$ cat config.mk
export PLATFORM = sky130hd
export DESIGN_NAME = dmem_responder
export DESIGN_NICKNAME = d
export VERILOG_FILES = /design/src/rtl/dmem_responder.sv
export SDC_FILE = /design/constraint.sdc
export NUM_CORES = 2
export LEC_CHECK = 0
export CAP_MARGIN = 20
export CORE_ASPECT_RATIO = 2
export CORE_MARGIN = 1
export CORE_UTILIZATION = 45
export DETAILED_ROUTE_END_ITERATION = 8
export PLACE_DENSITY = 0.62
export SETUP_SLACK_MARGIN = 0.15
export SLEW_MARGIN = 25
export SYNTH_ARGS = -nofsm -noshare
export SYNTH_HDL_FRONTEND = slang
export SYNTH_SLANG_ARGS = --single-unit
$ cat constraint.sdc
create_clock -name clock -period 3.8 [get_ports clock]
set_clock_uncertainty 0.1 [all_clocks]
set_input_delay 0.76 -clock clock [delete_from_list [all_inputs] [get_ports clock]]
set_output_delay 0.76 -clock clock [all_outputs]
set_load 0.02 [all_outputs]
$ cat src/rtl/dmem_responder.sv
// Data-memory responder for the MIPS-lite MEM stage: word RAM plus a small I/O page
// (output port, synchronised input, timer/compare, status flags, RAM access counter).
module dmem_responder #(
  parameter int          DEPTH_LOG2 = 7,
  parameter logic [15:0] IO_BASE    = 16'hFF00
) (
  input  logic        clock,
  input  logic        reset,
  input  logic [15:0] dmemaddr,
  input  logic [15:0] dmemwdata,
  input  logic        dmemwrite,
  input  logic        dmemread,
  output logic [15:0] dmemrdata,
  input  logic [15:0] ioin,
  output logic [15:0] ioout,
  output logic        timer_irq,
  output logic        misalign
);

  localparam int DATA_W = 16;
  localparam int WORDS  = 1 << DEPTH_LOG2;

  localparam logic [7:0] OFF_OUT    = 8'h00;
  localparam logic [7:0] OFF_IN     = 8'h02;
  localparam logic [7:0] OFF_TIMER  = 8'h04;
  localparam logic [7:0] OFF_CMP    = 8'h06;
  localparam logic [7:0] OFF_STATUS = 8'h08;
  localparam logic [7:0] OFF_ACCNT  = 8'h0A;

  function automatic logic [DATA_W-1:0] sat_inc(input logic [DATA_W-1:0] v);
    return (v == {DATA_W{1'b1}}) ? v : v + 1'b1;
  endfunction

  function automatic logic [DATA_W-1:0] wrap_inc(input logic [DATA_W-1:0] v);
    return v + 1'b1;
  endfunction

  logic [DATA_W-1:0]     mem [WORDS];
  logic [DATA_W-1:0]     out_q;
  logic [DATA_W-1:0]     sync_p0;
  logic [DATA_W-1:0]     sync_p1;
  logic [DATA_W-1:0]     timer_q;
  logic [DATA_W-1:0]     cmp_q;
  logic [DATA_W-1:0]     accnt_q;
  logic                  tflag_q;
  logic                  mflag_q;

  logic                  io_hit;
  logic [7:0]            io_off;
  logic [DEPTH_LOG2-1:0] ram_idx;
  logic                  ram_access;
  logic                  ram_we;
  logic                  io_we;
  logic                  odd_access;
  logic                  status_we;
  logic [DATA_W-1:0]     rdata_sel;

  // Bit 0 is dropped everywhere: odd addresses hit the even word and only raise misalign.
  assign io_hit     = (dmemaddr[15:8] == IO_BASE[15:8]);
  assign io_off     = {dmemaddr[7:1], 1'b0};
  assign ram_idx    = dmemaddr[DEPTH_LOG2:1];
  assign ram_access = !io_hit && (dmemread || dmemwrite);
  assign ram_we     = !io_hit && dmemwrite && !reset;
  assign io_we      = io_hit && dmemwrite;
  assign odd_access = (dmemread || dmemwrite) && dmemaddr[0];
  assign status_we  = io_we && (io_off == OFF_STATUS);

  always_comb begin
    rdata_sel = '0;
    if (io_hit) begin
      case (io_off)
        OFF_OUT:    rdata_sel = out_q;
        OFF_IN:     rdata_sel = sync_p1;
        OFF_TIMER:  rdata_sel = timer_q;
        OFF_CMP:    rdata_sel = cmp_q;
        OFF_STATUS: rdata_sel = {{(DATA_W-2){1'b0}}, mflag_q, tflag_q};
        OFF_ACCNT:  rdata_sel = accnt_q;
        default:    rdata_sel = '0;
      endcase
    end else begin
      rdata_sel = mem[ram_idx];
    end
    dmemrdata = dmemread ? rdata_sel : '0;
  end

  // RAM contents deliberately survive reset.
  always_ff @(posedge clock) begin
    if (ram_we) begin
      mem[ram_idx] <= dmemwdata;
    end
  end

  always_ff @(posedge clock) begin
    if (reset) begin
      out_q   <= '0;
      sync_p0 <= '0;
      sync_p1 <= '0;
      timer_q <= '0;
      cmp_q   <= '0;
      accnt_q <= '0;
      tflag_q <= 1'b0;
      mflag_q <= 1'b0;
    end else begin
      // ioin is asynchronous: two flop stages before it is readable
      sync_p0 <= ioin;
      sync_p1 <= sync_p0;

      if (io_we && (io_off == OFF_OUT)) begin
        out_q <= dmemwdata;
      end

      if (io_we && (io_off == OFF_TIMER)) begin
        timer_q <= dmemwdata;
      end else begin
        timer_q <= wrap_inc(timer_q);
      end

      if (io_we && (io_off == OFF_CMP)) begin
        cmp_q <= dmemwdata;
      end

      // Set beats write-1-to-clear; compare uses pre-update TIMER and CMP.
      tflag_q <= (timer_q == cmp_q) || (tflag_q && !(status_we && dmemwdata[0]));
      mflag_q <= odd_access || (mflag_q && !(status_we && dmemwdata[1]));

      if (io_we && (io_off == OFF_ACCNT)) begin
        accnt_q <= '0;
      end else if (ram_access) begin
        accnt_q <= sat_inc(accnt_q);
      end
    end
  end

  assign ioout     = out_q;
  assign timer_irq = tflag_q;
  assign misalign  = mflag_q;

endmodule

* Word level (Yosys, flattened, before mapping)
Memories as Yosys holds them, arrays and structs flattened. Index checks and enable logic that the tools add are counted.
Operators by class: add/subtract/negate cells 2, equal/unequal tests 8, multiplexer cells 6, bitwise gates (word level) 1, reduce and logical (&&, ||, !) cells 24
Operator list (count):
- 16-bit one-hot mux with 6 select lines | 1
- 16-bit two-way mux | 3
- 16-bit by 1-bit adder with 16-bit output (second input constant) | 2
- 16-bit equality test | 1
- 16-bit equality test (second input constant) | 1
- 7-bit by 2-bit equality test with 1-bit output (second input constant) | 2
- 7-bit by 3-bit equality test with 1-bit output (second input constant) | 2
- 1-bit logical AND | 14
- 8-bit equality test (second input constant) | 1
- 8-bit zero test | 1
- 7-bit by 1-bit equality test with 1-bit output (second input constant) | 1
- 1-bit zero test | 4
- 1-bit logical OR | 3
- 1-bit two-way mux | 2
- 2-bit AND reduction | 1
- 2-bit OR reduction | 1
- 1-bit NOT | 1
Storage, ports and cells: bits in registers 98, RAM bits 2048, output and inout port bits 34, logic and storage cells 50, memories kept 1
Memories:
- mem | words 128, width 16, rd ports 1, clocked after Yosys merged registers in 0, write ports 1, line 38 | logic [DATA_W-1:0] mem [WORDS];

* Longest topological paths before layout
depth in word-level cells 7, depth in mapped cells 12, depth with buffers taken out 7

* Worst setup path after synthesis
OpenSTA, ideal clock, no wires.
path kind input to output, from in dmemaddr[2], to out dmemrdata[0], arrival 3.039 ns, required time 2.940 ns, setup slack -0.099 ns, stages on the path 11, buffers on the path 6, path through buf_6 > buf_12 > buf_12 > buf_12 > buf_12 > buf_12 > nor2_1 > o21ai_1 > a311oi_2 > o221ai_1 > a2111oi_1
On the way: word-level cells in the longest chain between the ends 4
Ends and longest elaborated chain:
- from (decl) | line 9 | input logic [15:0] dmemaddr,
- branches (longest 2 deep; another with memory read 128 x 16 bit)
- 16-bit two-way mux (*) | line 70 | if (io_hit) begin
- 16-bit two-way mux (*) | line 83 | dmemrdata = dmemread ? rdata_sel : '0;
- to (decl) | line 13 | output logic [15:0] dmemrdata,
Every way passes the cells marked *.

* Worst setup path in the final report
from in dmemaddr[2], to out dmemrdata[1]
The elaborated chain is that of the path after synthesis.

==> impl_metrics.csv <==
group,metric,value,unit
worst_hold_path,holdPathStages,1,
yosys,synth.yosys.seq_area_share,74.7,%
power_and_ir_drop,clockPowerShare,38.8,%
power_and_ir_drop,post-layout-total-power,0.0484,W
cells_and_area,count_of_filler_cells_inserted_in_the_layout,14300,
yosys,synth_fp_nets,4308,
clocking,cts_made_buffers,182,
timing,worstMarginPinSlew,1.10,ns
clocking,clk_transition_reported_paths,0.07,ns
place,place.gp.congestion,0.958,
drt,routed_wire_length_per_instance,33.5,µm
drt,dr.first_iter.drc_count,4469,
worst_setup_path,r2r_setup_slack,1.67,ns
power_and_ir_drop,ir_drop,0.311,mV
timing,timing_max_transition_violations_final,0,
worst_setup_path,worstPathCellList,"buf_16, buf_12, buf_12, buf_8, buf_12, mux4_2, mux2i_4, buf_12, a221oi_4, a21o_1, a41oi_2, a2111oi_4, buf_4",
status,violations,"setup timing",
worst_setup_path,crit-reg2reg-launch,"timer_q[1]",
timing,achievable-frequency,243,MHz
global_routing,grt_start_max_net_pins,89,
yosys,yosys_warnings,0,
power_and_ir_drop,static-leakage-power,34.6,nW
clocking,clock_insertion_delay_worst_skew,0.81,ns
yosys,synth_async_sr_flop_share,0,%
global_routing,first_global_vias,47400,
clocking,clock_tree.root_cell,"clkbuf_16",
timing,final_worst_path_period_share,108,%
power_and_ir_drop,sequentialPowerShare,53.6,%
clocking,cts_sinks,2146,
clocking,cts-htree-levels,4,
worst_setup_path,crit_path_end_kind,"output pin",
cells_and_area,drive_above_1_share,33.5,%
worst_hold_path,worst_min_path_class,"in -> reg",
worst_setup_path,worstPathArrival,3.25,ns
timing,timing.final.ws_setup,-0.312,ns
global_routing,global_route.usage.total,27.3,%
floorplan,core,187000,µm²
worst_setup_path,crit_required,2.94,ns
worst_setup_path,setup.worst_path.class,"in -> out",
floorplan,start_util,45.3,%
job,drv.max_cap_violation_count,0,
floorplan,rows,225,
worst_setup_path,slowest_delay,0.33,ns
worst_hold_path,worst_hold_end,"mem[91][4]",
floorplan,design.die.area,191000,µm²
power_and_ir_drop,p_per_area,467,nW/µm²
timing,final-setup-viol-count,16,
power_and_ir_drop,switchingPower,0.0106,W
yosys,syn-mean-instance-area,20.0,µm²
worst_setup_path,worst-r2r-cell-count,8,
yosys,synth_cell_type_count,82,
floorplan,boundaryPins,86,
place,dp.final_hpwl,176000,µm
worst_hold_path,hold_start,"dmemwdata[4]",
yosys,synth.ff_latch_count,2146,
worst_setup_path,worstReg2RegEnd,"timer_q[14]",
drt,drc_violation_count_after_routing,0,
worst_setup_path,critical_path.startpoint_type,"input pin",
place,input_output_buffers,85,
cells_and_area,total_nets_final,5157,
cells_and_area,area_delta_synth_final,22.1,%
timing,hold_violations,0,
timing,relSlewSlack,26.8,%
status,status,"complete, but fails checks",
worst_setup_path,critical-path-slowest-cell,"a221oi_4",
yosys,synth-edff-count,2048,
global_routing,grt_remaining_overflow,0,
global_routing,initial_antenna_violation_count,5,
power_and_ir_drop,internal_power_summed_over_all_cells,0.0379,W
worst_setup_path,crit_path_max_fanout,7,
yosys,ys_dominant_reg_cell,"edfxtp_1",
drt,dr.pass1.iters,6,
power_and_ir_drop,power.share.combinational,7.6,%
worst_setup_path,critical-path-top-cell-by-count,"buf_12",
power_and_ir_drop,switching_share,21.8,%
timing,unrepaired_setup_endpoints_after_global_routing,"true",
floorplan,floorplan.die.height,616,µm
floorplan,die_w,309,µm
clocking,tritoncts,"built",
drt,dr_total_vias,46100,
global_routing,wire_length_of_the_first_global_routing_pass,360000,µm
drt,drt.antenna.violating_nets,0,
clocking,clock_path_buffers,4,
timing,post-route-min-period,4.11,ns
drt,routed_wirelength,259000,µm
yosys,synthesis.instances,4254,
cells_and_area,layout.core_utilization,55.3,%
yosys,netlist_area,84900,µm²
drt,routed_via_density,5.96,
sequential cells by signal (all words and copies together), names as in the netlist:
| name | cells |
|---|---|
| sync_p1 | 16 |
| ioout | 16 |
| timer_q | 16 |
| sync_p0 | 16 |
| accnt_q | 16 |
| cmp_q | 16 |
| timer_irq | 1 |
| mem | 2048 |
| misalign | 1 |
power groups by stage:
| stage | sequential (W) | combinational [W] | clock (W) |
|---|---|---|---|
| after floorplan | 0.0265 | 0.00139 | 0 |
| after global placement | 0.0265 | 0.00320 | 0 |
| after detailed placement | 0.0265 | 0.00323 | 0 |
| after CTS | 0.0260 | 0.00364 | 0.0190 |
| after global routing | 0.0259 | 0.00378 | 0.0198 |
| final | 0.0260 | 0.00370 | 0.0188 |
metrics by stage:
step                      setup TNS [ns]  worst slack [ns]  hold WS (ns)  std cells  instance area [µm²]
final                              -3.99            -0.312         0.205       7739               104000
after global routing               -4.25            -0.378         0.199       7738               104000
after CTS                          -3.72            -0.325         0.167       7724               103000
after detailed placement          -17.75             -1.43         0.321       7315                94700
after global placement            -17.90             -1.42         0.322       7315                94700
after floorplan                        0             0.149         0.314       4254                85000
cells in the mapped netlist, types with 30 or more instances:
master | instances | area [µm²]
a211oi_1 | 49 | 368
a21oi_1 | 109 | 546
a221oi_1 | 30 | 263
a22oi_1 | 67 | 503
and3_1 | 30 | 188
buf_2 | 59 | 295
buf_4 | 33 | 248
buf_6 | 40 | 450
clkbuf_1 | 68 | 255
dfxtp_1 | 98 | 1960
edfxtp_1 | 2048 | 61500
mux2_2 | 46 | 518
mux2i_1 | 272 | 2720
mux4_1 | 63 | 1660
mux4_2 | 360 | 8110
nand2_1 | 197 | 739
nor2_1 | 194 | 728
nor2b_1 | 42 | 263
o21ai_0 | 72 | 360
o2bb2ai_1 | 33 | 289
xor2_1 | 31 | 272
placed cells by master (no fill, tap or decap), types with 26 or more instances in the layout:
cell type,n
buf_12,199
buf_16,26
mux4_2,378
mux4_1,45
o2bb2ai_1,29
edfxtp_1,2048
clkbuf_1,28
buf_4,573
clkbuf_16,185
clkinv_1,38
nor2b_1,37
dfxtp_1,98
nand2_1,194
clkinv_2,29
a21oi_1,95
a22oi_1,61
xor2_1,31
a211oi_1,34
nor2_1,184
mux2_2,37
buf_6,55
clkdlybuf4s50_1,45
o21ai_0,52
mux2i_1,261
worst max path at each step:
| stage | slack (ns) | start | depth (start not counted) | end |
|---|---|---|---|---|
| global placement | -1.42 | dmemaddr[6] | 10 | dmemrdata[6] |
| global route | -0.38 | dmemaddr[2] | 12 | dmemrdata[0] |
| finish | -0.31 | dmemaddr[2] | 13 | dmemrdata[1] |
| floorplan | 0.15 | dmemaddr[2] | 11 | dmemrdata[0] |
| detailed placement | -1.43 | dmemaddr[6] | 10 | dmemrdata[6] |
| CTS | -0.32 | dmemaddr[2] | 12 | dmemrdata[0] |
timing repair:
item | 4_1_cts | 5_1_grt
gates cloned | 20 | 1
pin swaps | 66 | 25
hold buffers | 0 | 0
setup endpoints to repair | 16 | 16
buffers inserted | 69 | 10
resized for setup | 439 | 47
kinds of logic after synthesis:
logic type / share of synthesized area, %
compound gates: 3.87
flops: 74.7
simple gates: 3.12
mux: 15.3
xor+xnor: 0.413
fa+ha+maj: 0.0295
buf+inv: 2.50
layout make-up:
| cell class | instances | area [µm²] | area share (%) |
|---|---|---|---|
| Inverter | 8 | 40.0 | 0.0386 |
| Multi-Input combinational cell | 1842 | 20700 | 19.9 |
| Tap cell | 2497 | 3120 | 3.01 |
| Clock inverter | 106 | 1100 | 1.06 |
| Sequential cell | 2146 | 63500 | 61.2 |
| Clock buffer | 214 | 4730 | 4.56 |
| Antenna cell | 3 | 7.51 | 0.00724 |
| Timing Repair Buffer | 923 | 10500 | 10.2 |
critical path, delay by kind of cell:
kind,cells,cell delay [ns]
buf+inv,7,1.05
mux,2,0.33
compound gates,4,1.11
per-layer routing:
layer	GRT usage [%]	vias to the layer above	wire, µm
met3	3.21	610	12800
met5	0	-	0
met1	28.6	24500	83900
met2	48.9	1766	137000
li1	-	19200	-
met4	22.2	0	25300
Note: power is estimated with default switching activity, not from simulation.
